[src/rtl/envelope_key_ctrl.sv]
// Digital-envelope key sequencer: wraps or unwraps a session key through an external
// mod-exp engine chunk by chunk, then requests key expansion. ENVELOPE_ABORT_EN adds an abort input.
module envelope_key_ctrl #(
  parameter int unsigned KEY_W       = 128,
  parameter int unsigned CHUNK_W     = 64,
  parameter int unsigned TIMEOUT_CYC = 4096
) (
  input  logic                                             clk,
  input  logic                                             rst,
`ifdef ENVELOPE_ABORT_EN
  input  logic                                             abort,
`endif
  input  logic                                             start,
  input  logic                                             mode,
  input  logic [(KEY_W/CHUNK_W)*(CHUNK_W+1)-1:0]           cmkey_in,
  input  logic [KEY_W-1:0]                                 rnd_in,
  output logic [(KEY_W/CHUNK_W)*(CHUNK_W+1)-1:0]           cmkey_out,
  output logic [KEY_W-1:0]                                 mkey,
  output logic                                             dir,
  output logic                                             busy,
  output logic                                             ready,
  output logic                                             err,
  output logic [1:0]                                       rsa_cmd,
  output logic [CHUNK_W:0]                                 rsa_msg,
  input  logic [CHUNK_W:0]                                 rsa_res,
  input  logic                                             rsa_rsp,
  output logic                                             kx_start,
  input  logic                                             kx_done
);

  localparam int unsigned NCHUNK   = KEY_W / CHUNK_W;
  localparam int unsigned CW       = NCHUNK * (CHUNK_W + 1);
  localparam int unsigned IW       = (NCHUNK > 1) ? $clog2(NCHUNK) : 1;
  localparam int unsigned TW       = (TIMEOUT_CYC > 1) ? $clog2(TIMEOUT_CYC) : 1;
  localparam logic [IW-1:0] IDX_LAST = IW'(NCHUNK - 1);
  localparam logic [TW-1:0] TMO_LAST = TW'((TIMEOUT_CYC > 0) ? TIMEOUT_CYC - 1 : 0);

  if ((KEY_W % CHUNK_W) != 0) begin : g_bad_cfg
    $error("envelope_key_ctrl: KEY_W must be a multiple of CHUNK_W");
  end

  typedef enum logic [2:0] {
    S_IDLE, S_LOAD, S_RSA_REQ, S_RSA_WAIT, S_KXP, S_DONE, S_ERR
  } state_t;

  state_t              r_state, w_state_nxt;
  logic [IW-1:0]       r_idx, w_idx_nxt;
  logic [TW-1:0]       r_tmo, w_tmo_nxt;
  logic [CW-1:0]       r_cmkey_lat, w_cmkey_lat_nxt;
  logic [CW-1:0]       r_cmkey_out, w_cmkey_out_nxt;
  logic [KEY_W-1:0]    r_mkey, w_mkey_nxt;
  logic                r_dir, w_dir_nxt;
  logic                r_busy, w_busy_nxt;
  logic                r_ready, w_ready_nxt;
  logic                r_err, w_err_nxt;
  logic [1:0]          r_rsa_cmd, w_rsa_cmd_nxt;
  logic [CHUNK_W:0]    r_rsa_msg, w_rsa_msg_nxt;
  logic                r_kx_start, w_kx_start_nxt;
  logic                w_fail;
  logic                w_abort;
  logic [31:0]         w_kbase, w_cbase;

`ifdef ENVELOPE_ABORT_EN
  assign w_abort = abort;
`else
  assign w_abort = 1'b0;
`endif

  // Bit offsets of the current chunk in the plain key and in the wrapped key
  assign w_kbase = 32'(r_idx) * CHUNK_W;
  assign w_cbase = 32'(r_idx) * (CHUNK_W + 1);

  always_ff @(posedge clk) begin
    if (rst) begin
      r_state     <= S_IDLE;
      r_idx       <= '0;
      r_tmo       <= '0;
      r_cmkey_lat <= '0;
      r_cmkey_out <= '0;
      r_mkey      <= '0;
      r_dir       <= 1'b0;
      r_busy      <= 1'b0;
      r_ready     <= 1'b0;
      r_err       <= 1'b0;
      r_rsa_cmd   <= 2'b00;
      r_rsa_msg   <= '0;
      r_kx_start  <= 1'b0;
    end else begin
      r_state     <= w_state_nxt;
      r_idx       <= w_idx_nxt;
      r_tmo       <= w_tmo_nxt;
      r_cmkey_lat <= w_cmkey_lat_nxt;
      r_cmkey_out <= w_cmkey_out_nxt;
      r_mkey      <= w_mkey_nxt;
      r_dir       <= w_dir_nxt;
      r_busy      <= w_busy_nxt;
      r_ready     <= w_ready_nxt;
      r_err       <= w_err_nxt;
      r_rsa_cmd   <= w_rsa_cmd_nxt;
      r_rsa_msg   <= w_rsa_msg_nxt;
      r_kx_start  <= w_kx_start_nxt;
    end
  end

  always_comb begin
    w_state_nxt     = r_state;
    w_idx_nxt       = r_idx;
    w_tmo_nxt       = r_tmo;
    w_cmkey_lat_nxt = r_cmkey_lat;
    w_cmkey_out_nxt = r_cmkey_out;
    w_mkey_nxt      = r_mkey;
    w_dir_nxt       = r_dir;
    w_busy_nxt      = r_busy;
    w_ready_nxt     = 1'b0;
    w_err_nxt       = r_err;
    w_rsa_cmd_nxt   = r_rsa_cmd;
    w_rsa_msg_nxt   = r_rsa_msg;
    w_kx_start_nxt  = r_kx_start;
    w_fail          = 1'b0;

    case (r_state)
      S_IDLE: begin
        if (start) begin
          w_dir_nxt       = mode;
          w_cmkey_lat_nxt = cmkey_in;
          w_err_nxt       = 1'b0;
          w_idx_nxt       = '0;
          w_busy_nxt      = 1'b1;
          w_state_nxt     = S_LOAD;
        end
      end
      S_LOAD: begin
        w_mkey_nxt  = r_dir ? '0 : rnd_in;
        w_state_nxt = S_RSA_REQ;
      end
      S_RSA_REQ: begin
        if (r_dir) w_rsa_msg_nxt = r_cmkey_lat[w_cbase +: CHUNK_W+1];
        else       w_rsa_msg_nxt = {1'b0, r_mkey[w_kbase +: CHUNK_W]};
        w_rsa_cmd_nxt = r_dir ? 2'b10 : 2'b01;
        w_tmo_nxt     = '0;
        w_state_nxt   = S_RSA_WAIT;
      end
      S_RSA_WAIT: begin
        // A response on the expiry cycle still counts as on time
        if (rsa_rsp) begin
          w_rsa_cmd_nxt = 2'b00;
          if (r_dir && rsa_res[CHUNK_W]) begin
            w_fail = 1'b1;
          end else begin
            if (r_dir) w_mkey_nxt[w_kbase +: CHUNK_W] = rsa_res[CHUNK_W-1:0];
            else       w_cmkey_out_nxt[w_cbase +: CHUNK_W+1] = rsa_res;
            w_idx_nxt = r_idx + IW'(1);
            if (r_idx == IDX_LAST) begin
              w_kx_start_nxt = 1'b1;
              w_state_nxt    = S_KXP;
            end else begin
              w_state_nxt    = S_RSA_REQ;
            end
          end
        end else if ((TIMEOUT_CYC != 0) && (r_tmo == TMO_LAST)) begin
          w_fail = 1'b1;
        end else begin
          w_tmo_nxt = r_tmo + TW'(1);
        end
      end
      S_KXP: begin
        if (kx_done) begin
          w_kx_start_nxt = 1'b0;
          w_ready_nxt    = 1'b1;
          w_state_nxt    = S_DONE;
        end
      end
      S_DONE: begin
        w_busy_nxt  = 1'b0;
        w_state_nxt = S_IDLE;
      end
      S_ERR: begin
        w_busy_nxt  = 1'b0;
        w_state_nxt = S_IDLE;
      end
      default: w_state_nxt = S_IDLE;
    endcase

    // Error entry: release both engines and scrub all key material
    if (w_fail || (w_abort && (r_state != S_IDLE))) begin
      w_state_nxt     = S_ERR;
      w_err_nxt       = 1'b1;
      w_rsa_cmd_nxt   = 2'b00;
      w_kx_start_nxt  = 1'b0;
      w_mkey_nxt      = '0;
      w_cmkey_out_nxt = '0;
      w_ready_nxt     = 1'b0;
    end
  end

  assign cmkey_out = r_cmkey_out;
  assign mkey      = r_mkey;
  assign dir       = r_dir;
  assign busy      = r_busy;
  assign ready     = r_ready;
  assign err       = r_err;
  assign rsa_cmd   = r_rsa_cmd;
  assign rsa_msg   = r_rsa_msg;
  assign kx_start  = r_kx_start;

endmodule

[config.mk]
export PLATFORM = sky130hd
export DESIGN_NAME = envelope_key_ctrl
export DESIGN_NICKNAME = d
export VERILOG_FILES = /design/src/rtl/envelope_key_ctrl.sv
export SDC_FILE = /design/constraint.sdc
export NUM_CORES = 1
export LEC_CHECK = 0
export BUFFER_PORTS_ARGS = -buffer_cell sky130_fd_sc_hd__buf_2
export CAP_MARGIN = 20
export CORE_AREA = 2 2 256 258
export CTS_BUF_LIST = sky130_fd_sc_hd__clkbuf_4 sky130_fd_sc_hd__clkbuf_8
export DETAILED_ROUTE_END_ITERATION = 8
export DIE_AREA = 0 0 258 260
export GPL_TIMING_DRIVEN = 0
export PLACE_DENSITY_LB_ADDON = 0.15
export REMOVE_ABC_BUFFERS = 1
export SLEW_MARGIN = 20
export SYNTH_ARGS = -nofsm -noshare
export SYNTH_HDL_FRONTEND = slang
export SYNTH_SLANG_ARGS = --single-unit
[constraint.sdc]
create_clock -name clk -period 2.8 [get_ports clk]
set_clock_uncertainty 0.05 [all_clocks]
set_input_delay 0.28 -clock clk [delete_from_list [all_inputs] [get_ports clk]]
set_output_delay 0.28 -clock clk [all_outputs]
set_load 0.005 [all_outputs]
# == Word level (Yosys, flattened, before mapping) ==
# Cells that the tools add are included.
# word_totals
output_inout_bits,330
inputBits,329
register_bits,476
elab_cells,109
# classes
n_mux,39
n_mul,1
n_eq_ne,19
n_reduce_logical,23
bitwise,3
shift,6
addsub,4
# op_table
cell,count
$mux 128,4
$pmux 128 s2,1
$bwmux 130,1
$shift 65x34->130 const A,1
$shiftx 130x9->65,1
$shiftx 65x34->130,1
$bwmux 128,1
$shift 64x34->128 const A,1
$shiftx 128x8->64,1
$shiftx 64x34->128,1
$mux 65,1
$neg 7->34,1
$neg 8->34,1
$mux 12,2
$pmux 12 s2,1
$reduce_and 4->1,5
$mux 3,6
$ne 2x2->1 const B,8
$mux 1,15
$pmux 3 s5,1
$reduce_bool 2->1,7
$add 12x1->12 const B,1
$eq 12x12->1 const B,1
$ne 3x3->1 const B,4
other kinds (16),28

# == Logic depth before layout (Yosys ltp) ==
# Gate-level depths: netlist of the first run.
# logic_depth
word_depth,7
mapped_depth,8
mapped_depth_nobuf,5

# == Worst setup path before layout of the first run ==
# Ideal clock, no wire load.
# synth_path
path_kind,reg2reg
startpoint,register r_tmo[0]
endpoint,"register r_cmkey_out[100], in the netlist cmkey_out[100]"
stages_incl_launch_ff,9
arrival_time_ns,1.657
setup_slack_ns,0.978
setup_ns,0.114
cell_sequence,dfxtp_1 ha_1 nand3_1 nor3_4 a311o_1 buf_4 buf_8 buf_8 a21oi_2
# synth_between
elab_chain_len,5
# synth_lines
element,line,text
start: declaration,48,"logic [TW-1:0] r_tmo, w_tmo_nxt;"
start signal: assignment,91,r_tmo <= w_tmo_nxt;
$eq 12x12->1,160,end else if ((TIMEOUT_CYC != 0) && (r_tmo == TMO_LAST)) begin
$mux 1,160,
$mux 1,145,if (rsa_rsp) begin
$mux 1,121,case (r_state)
$reduce_or 2->1 (no source line),n/a,
end signal: assignment,93,r_cmkey_out <= w_cmkey_out_nxt;
end: declaration,50,"logic [CW-1:0] r_cmkey_out, w_cmkey_out_nxt;"
# Every way passes these cells.
# A chain may end at the register's enable or synchronous reset.

# == Final worst setup path of the first run ==
# layout_path
startpoint,"register r_dir, in the netlist dir"
endpoint,"register r_mkey[11], in the netlist mkey[11]"
# layout_between
elab_chain_len,5
word_cells_on_any_way,10
# layout_lines
element,line,text
start: declaration,52,"logic r_dir, w_dir_nxt;"
start signal: assignment,95,r_dir <= w_dir_nxt;
$logic_and 1x1->1,147,if (r_dir && rsa_res[CHUNK_W]) begin
$mux 1,147,
$mux 1,145,
$mux 1,121,
$reduce_or 2->1 (no source line),n/a,
end signal: assignment,94,r_mkey <= w_mkey_nxt;
end: declaration,51,"logic [KEY_W-1:0] r_mkey, w_mkey_nxt;"
# Several ways; a longest one is shown, not always the timed one.

==> results of run 1 <==
logic make-up (layout without fill, tap and decap cells):
group / count (synthesis) / count (layout) / share of synthesized area [%]
other: 0 / 6 / 0
and+or+nand+nor: 983 / 984 / 20.8
muxes: 66 / 66 / 7.34
AOI/OAI and AO/OA: 495 / 496 / 18.1
buffers and inverters: 203 / 1225 / 5.87
adders and majority gates: 1 / 1 / 0.0628
DFF: 476 / 476 / 47.8
xor gates and xnor gates: 1 / 1 / 0.0439
placed cells by master, fill, tap and decap left out, types with 47 or more instances in the layout:
| cell | n |
|---|---|
| nor3_1 | 118 |
| mux4_2 | 64 |
| buf_2 | 657 |
| a21oi_1 | 269 |
| a21oi_2 | 70 |
| a221oi_1 | 81 |
| dfxtp_1 | 471 |
| dlygate4sd3_1 | 333 |
| a221oi_2 | 47 |
| nor2_1 | 141 |
| nand2_1 | 660 |
| clkbuf_8 | 112 |
worst reg2reg max path: cells and delay by family (launching register included):
family / cells / cell delay, ns
DFF: 1 / 0.48
AOI/OAI and AO/OA: 2 / 0.97
buffers and inverters: 3 / 0.72
and+or+nand+nor: 2 / 0.33
cells in the mapped netlist, types with 23 or more instances:
cell	count
nand2_1	661
a21oi_2	70
a221oi_2	46
dfxtp_1	476
buf_2	78
clkbuf_1	78
a21oi_1	269
nor3_1	119
a221oi_1	82
buf_6	23
mux4_2	64
nor2_1	142
registers in the layout, indices dropped and copies added (netlist names), 2 cells and up:
name / count
mkey: 128
r_state: 3
r_tmo: 12
rsa_msg: 65
r_cmkey_lat: 130
rsa_cmd: 2
cmkey_out: 130
routing by layer:
metal	vias to the layer above	global-route usage [%]	share of wire [%]
met5	-	0	0.027
met4	4	11.3	4.0
met3	201	5.47	7.7
met2	965	41.9	48
met1	9993	29.8	40
li1	9689	-	-
metrics by stage:
step	hold WS, ns	TNS, ns	area, um^2	total power, mW	utilization (%)
after floorplan	0.299	-1937.70	18800	8.60	-
after global placement	0.389	-4183.08	23100	9.82	36.1
after detailed placement	0.393	-40.86	24400	9.93	38.1
after CTS	0.258	0	29700	17.5	46.3
after global routing	0.316	0	29800	18.1	46.4
final	0.336	0	29800	17.4	46.4
timing repair:
| action | 4_1_cts | 5_1_grt |
|---|---|---|
| pin swaps | 5 | 3 |
| hold buffers | 333 | 0 |
| gates cloned | 1 | 1 |
| resized for setup | 5 | 1 |
| endpoints found under the setup margin | 185 | 29 |
| buffers inserted | 6 | 4 |
| endpoints found under the hold margin | 398 | 0 |
power by group through the flow:
stage,sequential [mW],clock [mW],combinational [mW]
final,7.41,7.16,2.81
after CTS,7.40,7.33,2.80
after global placement,7.57,0,2.25
after detailed placement,7.55,0,2.38
after global routing,7.45,7.65,3.03
after floorplan,7.52,0,1.08
cell type report:
| type | instances | area, um^2 |
|---|---|---|
| clock buffer | 142 | 1770 |
| antenna | 6 | 15.0 |
| inverter | 2 | 7.51 |
| clock inverter | 14 | 121 |
| tap | 855 | 1070 |
| timing repair buffer | 1067 | 7890 |
| sequential | 476 | 9540 |
| fill | 6292 | 34400 |
| multi-input combinational | 1548 | 9340 |
path summary, 6_finish.rpt:
| kind | from | endpoint | slack [ns] | cells past startpoint |
|---|---|---|---|---|
| setup / recovery | dir | mkey[11] | 0.13 | 7 |
| hold / removal | cmkey_in[10] | r_cmkey_lat[10] | 0.34 | 4 |
| setup reg to reg | dir | mkey[11] | 0.13 | 7 |
| hold reg to reg | cmkey_out[6] | cmkey_out[6] | 0.40 | 2 |
==> results.py, run 1 <==
metrics = {
    "power": {
        "p_sw_mw": 4.84,
        "ir_drop_mv": 0.323,
        "internal_power_mw": 12.5,
        "pwr-share-seq_pct": 42.6,
        "combPwrFrac_pct": 16.2,
        "power_density_nw_per_um2": 584,
        "pwr-share-clk_pct": 41.2,
        "p_leak_nw": 12.3,
        "switching_share_pct": 27.9,
    },
    "timing": {
        "relSlewSlack_pct": 35.4,
        "drv_slew": 0,
        "finalSetupViolCount": 0,
        "hold_viol": 0,
        "timing.final.ws_setup_ns": 0.134,
        "max_freq_ghz": 0.375,
        "layout_min_cycle_time_ns": 2.67,
        "post-route-period-util_pct": 95.2,
        "timing_worst_slew_pin_value_ns": 0.968,
        "rsz0062_at_grt": "no",
    },
    "cells_and_area": {
        "fin_cells": 4110,
        "fin_nets": 3513,
        "syn2layout_area_growth_pct": 49.2,
        "final_layout_size_suffix_gt1_share_pct": 34.4,
    },
    "global_route": {
        "grt_pass1_wl_um": 127000,
        "antenna_found_initial": 8,
        "grt_usage_pct": 24.7,
        "grt_overflow": 0,
        "grt_pass1_vias": 21000,
        "grt_max_degree": 108,
    },
    "synth": {
        "synth_top_area_share_pct": 47.8,
        "synth_warnings": 0,
        "synth.distinct_cells": 56,
        "synth_area_leader_cell": "dfxtp_1",
        "syn-cell-area_um2": 19900,
        "ys_seq_area_share_pct": 47.8,
        "synthFlopType": "dfxtp_1",
        "netlist_instances": 2225,
        "synth_edf_count": 0,
        "ys_ff_latch": 476,
        "async_flop_share_pct": 0,
        "netlist_top_cells_area": "dfxtp_1 (48%), nand2_1 (12%), mux4_2 (7.2%)",
        "postSynthAreaPerCell_um2": 8.96,
    },
    "clock_network": {
        "clkSinkCount": 476,
        "h-tree-depth": 3,
        "cts_tree": "done",
        "cts_buffers": 88,
        "clockRootBuffer": "clkbuf_8",
        "clock_path_buffers": 3,
        "clkTransAtPathRegs_ns": 0.06,
        "clkLatencyLatePin_ns": 0.66,
    },
    "worst_setup_path": {
        "path_class": "register to register",
        "crit_required_ns": 3.28,
        "worstSetupStartpointType": "register",
        "crit_buf_inv": 3,
        "cp_common_cell": "buf_16",
        "crit_family": "compound AO/OA/AOI/OAI gates",
        "critPathSlowestCell": "dfxtp_4",
        "path_cells": "buf_16 -> nand3b_1 -> buf_4 -> a211o_4 -> buf_16 -> a221oi_1 -> nor3_1",
        "worst_ep_arrival_time_ns": 3.15,
        "endpoint_kind": "register",
        "max_stage_delay_ns": 0.48,
        "cp_max_fo": 37,
    },
    "worst_hold_path": {
        "hp-class": "input port to register",
    },
    "placement": {
        "dpl_worst_slack_ns": -0.449,
        "place_congestion": 0.865,
        "portBuffers": 658,
        "placedCellCount": 3603,
        "dp_hpwl_um": 59000,
    },
    "floorplanning": {
        "die_w_um": 258,
        "std_cell_rows": 93,
        "start_util_pct": 31.1,
        "die_h_um": 260,
        "io_pins": 659,
        "die_area_um2": 67100,
        "core_area_um2": 64100,
    },
    "route": {
        "vias_per_cell": 5.07,
        "drc_errors": 0,
        "drt-initial-drc-count": 1471,
        "vias": 20900,
        "routedWlPerCell_um": 21.0,
        "firstDrtPassIters": 5,
        "wl_um": 86200,
        "ant_nets": 0,
    },
    "flow_run": {
        "cap_violations": 0,
    },
    "outcome": {
        "status": "finished clean",
    },
}
No activity file was read; power rests on OpenSTA's default activity.
==> inputs of run 2 (changes only) <==
--- a/config.mk
+++ b/config.mk
@@ -7,10 +7,10 @@
 export LEC_CHECK = 0
 export BUFFER_PORTS_ARGS = -buffer_cell sky130_fd_sc_hd__buf_2
 export CAP_MARGIN = 20
-export CORE_AREA = 2 2 256 258
+export CORE_AREA = 2 2 257 259
 export CTS_BUF_LIST = sky130_fd_sc_hd__clkbuf_4 sky130_fd_sc_hd__clkbuf_8
 export DETAILED_ROUTE_END_ITERATION = 8
-export DIE_AREA = 0 0 258 260
+export DIE_AREA = 0 0 259 261
 export GPL_TIMING_DRIVEN = 0
 export PLACE_DENSITY_LB_ADDON = 0.15
 export REMOVE_ABC_BUFFERS = 1
==> constraint.sdc (replaced) <==
create_clock -name clk -period 2.4 [get_ports clk]
set_clock_uncertainty 0.05 [all_clocks]
set_input_delay 0.24 -clock clk [delete_from_list [all_inputs] [get_ports clk]]
set_output_delay 0.24 -clock clk [all_outputs]
set_load 0.005 [all_outputs]
==> run 2 against run 1 <==
Register-to-register slack lost 0.13 ns. Via count grew 1.2%. Power grew 16%. Sequential share of layout area shrank 0.34 points. Flip-flop and latch count is the same. Fmax grew 11%. Non-clock buffer count grew 22. Final cell count grew 0.56%.
==> results.py, run 2 (synthesized netlist as in run 1, its figures left out) <==
metrics = {
    "outcome": {
        "status": "finished clean",
    },
    "power": {
        "power.total_mw": 20.1,
        "ir_drop_mv": 0.444,
        "power_density_nw_per_um2": 669,
        "p_leak_nw": 12.4,
    },
    "worst_setup_path": {
        "worst_ep_arrival_time_ns": 2.90,
        "worstSetupStartpointType": "register",
        "path_cells": "buf_16 -> and4b_4 -> buf_12 -> a211o_4 -> buf_16 -> a221oi_1 -> nor3_1",
        "cp_common_cell": "buf_16",
        "crit_family": "compound AO/OA/AOI/OAI gates",
        "crit_start": "r_idx",
        "critPathSlowestCell": "a211o_4",
        "critPathCapture": "mkey[1]",
        "max_stage_delay_ns": 0.49,
        "r2r-end": "mkey[1]",
        "crit_required_ns": 2.90,
        "path_class": "register to register",
        "r2r_slack_ns": 0.004,
        "crit_buf_inv": 3,
        "endpoint_kind": "register",
        "r2r_start": "r_idx",
        "reg2regPathDepth": 7,
        "cp_max_fo": 36,
        "crit_cells": 7,
    },
    "cells_and_area": {
        "fin_nets": 3534,
        "final_area_um2": 30100,
        "fin_util_pct": 46.3,
        "final_common_cell": "nand2_1",
        "syn2layout_area_growth_pct": 50.9,
        "final_layout_size_suffix_gt1_share_pct": 35.0,
        "final_cell_mix": "nand2_1 (660), buf_2 (657), dfxtp_1 (471)",
    },
    "global_route": {
        "antenna_found_initial": 5,
        "grt_usage_pct": 25.0,
        "grt_pass1_wl_um": 129000,
        "grt_max_degree": 106,
        "grt_overflow": 0,
        "grt_pass1_vias": 20600,
    },
    "timing": {
        "fin_hold_ws_ns": 0.305,
        "timing_worst_slew_pin_value_ns": 0.829,
        "finalSetupViolCount": 0,
        "layout_min_cycle_time_ns": 2.40,
        "drv_slew": 0,
        "hold_viol": 0,
        "max_freq_ghz": 0.417,
        "post-route-period-util_pct": 99.8,
        "timing.final.ws_setup_ns": 0.00411,
        "relSlewSlack_pct": 44.7,
    },
    "clock_network": {
        "clkLatencyLatePin_ns": 0.68,
        "h-tree-depth": 3,
        "clockRootBuffer": "clkbuf_8",
        "cts_tree": "done",
        "clkSinkCount": 476,
        "clkTransAtPathRegs_ns": 0.06,
        "cts_buffers": 87,
        "clock_path_buffers": 3,
    },
    "route": {
        "wl_um": 90000,
        "routedWlPerCell_um": 21.8,
        "ant_nets": 0,
        "vias": 21100,
        "drc_errors": 0,
        "firstDrtPassIters": 5,
        "vias_per_cell": 5.11,
        "drt-initial-drc-count": 1600,
    },
    "floorplanning": {
        "die_area_um2": 67600,
        "core_area_um2": 65000,
        "start_util_pct": 30.7,
        "std_cell_rows": 94,
        "die_h_um": 261,
        "io_pins": 659,
        "die_w_um": 259,
    },
    "placement": {
        "dpl_worst_slack_ns": -0.895,
        "dp_hpwl_um": 58900,
        "place_congestion": 0.853,
        "portBuffers": 658,
        "dpl_cell_area_um2": 24400,
    },
    "worst_hold_path": {
        "hold_path_depth": 4,
        "hp-class": "input port to register",
    },
    "flow_run": {
        "cap_violations": 0,
    },
}
-- run 2: changes by cell type in the layout (fill, tap and decap cells not counted), sizes merged --
cell | before | now
a211o | 4 | 5
or3b | 2 | 1
inv | 5 | 4
diode | 6 | 4
clkinvlp | 4 | 3
bufbuf | 0 | 1
dlygate4sd3 | 333 | 329
buf | 734 | 751
clkinv | 6 | 10
-- run 2: area by class of cell --
type / instances / area (um^2)
Fill cell: 6330 / 35000
Sequential cell: 476 / 9550
Multi-Input combinational cell: 1548 / 9380
Timing Repair Buffer: 1089 / 8270
Clock buffer: 134 / 1660
Tap cell: 864 / 1080
Clock inverter: 16 / 136
Antenna cell: 4 / 10.0
Inverter: 2 / 7.51
-- run 2: tightest hold or removal path, cell delays in order --
cell and delay, ns:
dlygate4sd3_1 0.53, buf_2 0.12, nand2_1 0.05, a21oi_1 0.05
-- run 2: layer usage --
layer / vias up / share of wire (%) / GRT usage, %
met1: 10200 / 41 / 31.5
li1: 9731 / - / -
met5: - / 0.0078 / 0
met3: 198 / 8.0 / 5.86
met2: 933 / 47 / 41.3
met4: 2 / 3.6 / 10.4
-- run 2: timing repair --
action / 4_1_cts / 5_1_grt
hold buffers: 329 / 0
gates cloned: 3 / 7
endpoints found under the hold margin: 405 / 0
resized for setup: 11 / 9
pin swaps: 9 / 3
setup endpoints to repair: 289 / 117
setup buffers: 22 / 8
-- run 2: through the flow --
step / instances / setup TNS [ns]
after floorplan: 2024 / -2125.59
after global placement: 3546 / -4431.79
after detailed placement: 3613 / -144.77
after CTS: 4117 / 0
after global routing: 4132 / -0.00406
final: 4133 / 0
-- run 2: worst min-delay path by stage --
stage / slack (ns) / startpoint / to
4_1_cts: 0.22 / cmkey_in[25] / r_cmkey_lat[25]
6_report: 0.31 / cmkey_in[82] / r_cmkey_lat[82]
2_1_floorplan: 0.26 / rst / dir
5_1_grt: 0.27 / cmkey_in[98] / r_cmkey_lat[98]
3_5_place_dp: 0.39 / rsa_msg[51] / rsa_msg[51]
3_3_place_gp: 0.39 / cmkey_out[12] / cmkey_out[12]
-- run 2: power breakdown --
group	total (mW)	leakage (nW)	internal [mW]	switching [mW]
logic	3.44	7.59	1.59	1.84
clock network	8.06	0.955	4.50	3.56
registers	8.64	3.88	8.33	0.303
==> inputs of run 3 (changes only) <==
--- a/config.mk
+++ b/config.mk
@@ -7,13 +7,17 @@
 export LEC_CHECK = 0
 export BUFFER_PORTS_ARGS = -buffer_cell sky130_fd_sc_hd__buf_2
 export CAP_MARGIN = 20
-export CORE_AREA = 2 2 257 259
+export CELL_PAD_IN_SITES_DETAIL_PLACEMENT = 2
+export CELL_PAD_IN_SITES_GLOBAL_PLACEMENT = 2
+export CORE_ASPECT_RATIO = 1.2
+export CORE_MARGIN = 1.5
+export CORE_UTILIZATION = 30
 export CTS_BUF_LIST = sky130_fd_sc_hd__clkbuf_4 sky130_fd_sc_hd__clkbuf_8
 export DETAILED_ROUTE_END_ITERATION = 8
-export DIE_AREA = 0 0 259 261
 export GPL_TIMING_DRIVEN = 0
 export PLACE_DENSITY_LB_ADDON = 0.15
 export REMOVE_ABC_BUFFERS = 1
+export SKIP_CTS_REPAIR_TIMING = 1
 export SLEW_MARGIN = 20
 export SYNTH_ARGS = -nofsm -noshare
 export SYNTH_HDL_FRONTEND = slang
==> constraint.sdc (replaced) <==
create_clock -name clk -period 2.7 [get_ports clk]
set_clock_uncertainty 0.05 [all_clocks]
set_input_delay 0.27 -clock clk [delete_from_list [all_inputs] [get_ports clk]]
set_output_delay 0.27 -clock clk [all_outputs]
set_load 0.005 [all_outputs]
==> run 3 against run 2 <==
Clock power is 7.7% lower. Flip-flop and latch count stayed put. Sequential power is 11% lower. Design area is 1.3% lower. Core utilization is 1.1 points lower. The flow now finishes with violations (hold timing, setup timing). Largest power group unchanged. Register-to-register slack worse by 0.03 ns. Die area is 0.61% higher. Critical endpoint is now cmkey_out[117]. Non-clock buffer count is 26 lower. Fmax is 12% lower. Highest routed layer unchanged. Worst setup slack worse by 0.026 ns.
==> results.py, run 3 (synthesized netlist as in run 1, its figures left out) <==
metrics = {
    "cells_and_area": {
        "fin_cells": 4098,
        "final_area_um2": 29700,
        "final_layout_size_suffix_gt1_share_pct": 34.4,
        "final_common_cell": "nand2_1",
        "fin_util_pct": 45.2,
        "final_cell_mix": "nand2_1 (660), buf_2 (657), dfxtp_1 (471)",
        "fin_nets": 3507,
        "syn2layout_area_growth_pct": 49.0,
    },
    "global_route": {
        "grt_usage_pct": 27.8,
        "antenna_found_initial": 16,
        "grt_pass1_wl_um": 142000,
        "grt_overflow": 0,
        "grt_max_degree": 99,
        "grt_pass1_vias": 22100,
    },
    "power": {
        "pwr-share-clk_pct": 40.6,
        "ir_drop_mv": 0.343,
        "power.total_mw": 18.3,
        "power_density_nw_per_um2": 616,
        "combPwrFrac_pct": 17.2,
        "p_sw_mw": 5.40,
        "p_leak_nw": 12.2,
        "internal_power_mw": 12.9,
        "switching_share_pct": 29.5,
        "pwr-share-seq_pct": 42.2,
    },
    "worst_setup_path": {
        "crit_buf_inv": 2,
        "max_stage_delay_ns": 0.63,
        "reg2regPathDepth": 6,
        "r2r_start": "r_idx",
        "crit_required_ns": 3.24,
        "path_cells": "buf_16 -> nor2b_1 -> and2_4 -> buf_16 -> nand2_1 -> a21oi_2",
        "cp_max_fo": 35,
        "endpoint_kind": "register",
        "crit_family": "simple AND/OR/NAND/NOR gates",
        "path_class": "register to register",
        "critPathSlowestCell": "dfxtp_4",
        "cp_common_cell": "buf_16",
        "worst_ep_arrival_time_ns": 3.27,
        "crit_cells": 6,
        "worstSetupStartpointType": "register",
        "r2r_slack_ns": -0.02,
        "r2r-end": "cmkey_out[117]",
    },
    "floorplanning": {
        "die_area_um2": 68000,
        "io_pins": 659,
        "die_h_um": 285,
        "die_w_um": 238,
        "std_cell_rows": 103,
        "start_util_pct": 30.3,
        "core_area_um2": 65700,
    },
    "timing": {
        "max_freq_ghz": 0.367,
        "layout_min_cycle_time_ns": 2.72,
        "post-route-period-util_pct": 101,
        "fin_tns_setup_ns": -0.0591,
        "timing_worst_slew_pin_value_ns": 0.748,
        "hold_viol": 1,
        "fin_hold_ws_ns": -0.0338,
        "timing.final.ws_setup_ns": -0.0224,
        "relSlewSlack_pct": 50.1,
        "drv_slew": 0,
        "finalSetupViolCount": 3,
    },
    "placement": {
        "dp_hpwl_um": 69700,
        "dpl_cell_area_um2": 24500,
        "portBuffers": 658,
        "dpl_worst_slack_ns": -0.411,
        "place_congestion": 0.803,
        "placedCellCount": 3592,
    },
    "worst_hold_path": {
        "hold_path_depth": 3,
        "worstHoldEndpoint": "mkey[64]",
        "worstHoldStart": "rnd_in[64]",
        "hp-class": "input port to register",
    },
    "clock_network": {
        "h-tree-depth": 3,
        "clkSinkCount": 476,
        "clockRootBuffer": "clkbuf_8",
        "cts_buffers": 86,
        "clkTransAtPathRegs_ns": 0.06,
        "clkLatencyLatePin_ns": 0.67,
        "cts_tree": "done",
        "clock_path_buffers": 3,
    },
    "route": {
        "routedWlPerCell_um": 27.0,
        "drc_errors": 0,
        "drt-initial-drc-count": 1061,
        "wl_um": 111000,
        "ant_nets": 0,
        "vias_per_cell": 5.40,
        "firstDrtPassIters": 4,
        "vias": 22100,
    },
    "outcome": {
        "status": "finished with violations",
        "violations": "hold timing, setup timing",
    },
    "flow_run": {
        "cap_violations": 0,
    },
}
## run 3: routing by layer
| layer | global-route usage, % | vias to the layer above | routed length, um |
|---|---|---|---|
| met4 | 14.9 | 6 | 5970 |
| met2 | 48.4 | 817 | 56300 |
| met3 | 7.05 | 316 | 5940 |
| met1 | 31.0 | 11300 | 42400 |
| li1 | - | 9684 | - |
| met5 | 0 | - | 37 |
## run 3: area by class of cell
cell class / instances / area [um^2]
Fill cell: 7128 / 36000
Multi-Input combinational cell: 1548 / 9330
Clock buffer: 144 / 1730
Antenna cell: 15 / 37.5
Sequential cell: 476 / 9540
Timing Repair Buffer: 1063 / 7930
Clock inverter: 10 / 87.6
Inverter: 2 / 7.51
Tap cell: 840 / 1050
## run 3: worst register-to-register path, stage by stage (launching register included)
cell and delay (ns):
dfxtp_4 0.63, buf_16 0.29, nor2b_1 0.36, and2_4 0.62, buf_16 0.33, nand2_1 0.21
a21oi_2 0.16
## run 3: worst max path at each step
| stage | start | endpoint | slack (ns) |
|---|---|---|---|
| final | r_idx | cmkey_out[117] | -0.02 |
| after CTS | r_state[1] | mkey[12] | -0.45 |
| after detailed placement | r_state[1] | mkey[93] | -0.41 |
| after global routing | r_idx | cmkey_out[120] | -0.09 |
| after global placement | r_idx | cmkey_out[63] | -14.22 |
| after floorplan | dir | mkey[0] | -6.54 |
## run 3: power groups by stage
stage                     logic [mW]  clock network, mW  registers (mW)
after floorplan                 1.12                  0            7.80
after global placement          2.38                  0            7.86
after detailed placement        2.61                  0            7.84
after CTS                       2.63               7.53            7.69
final                           3.15               7.44            7.72
after global routing            3.33               7.90            7.75
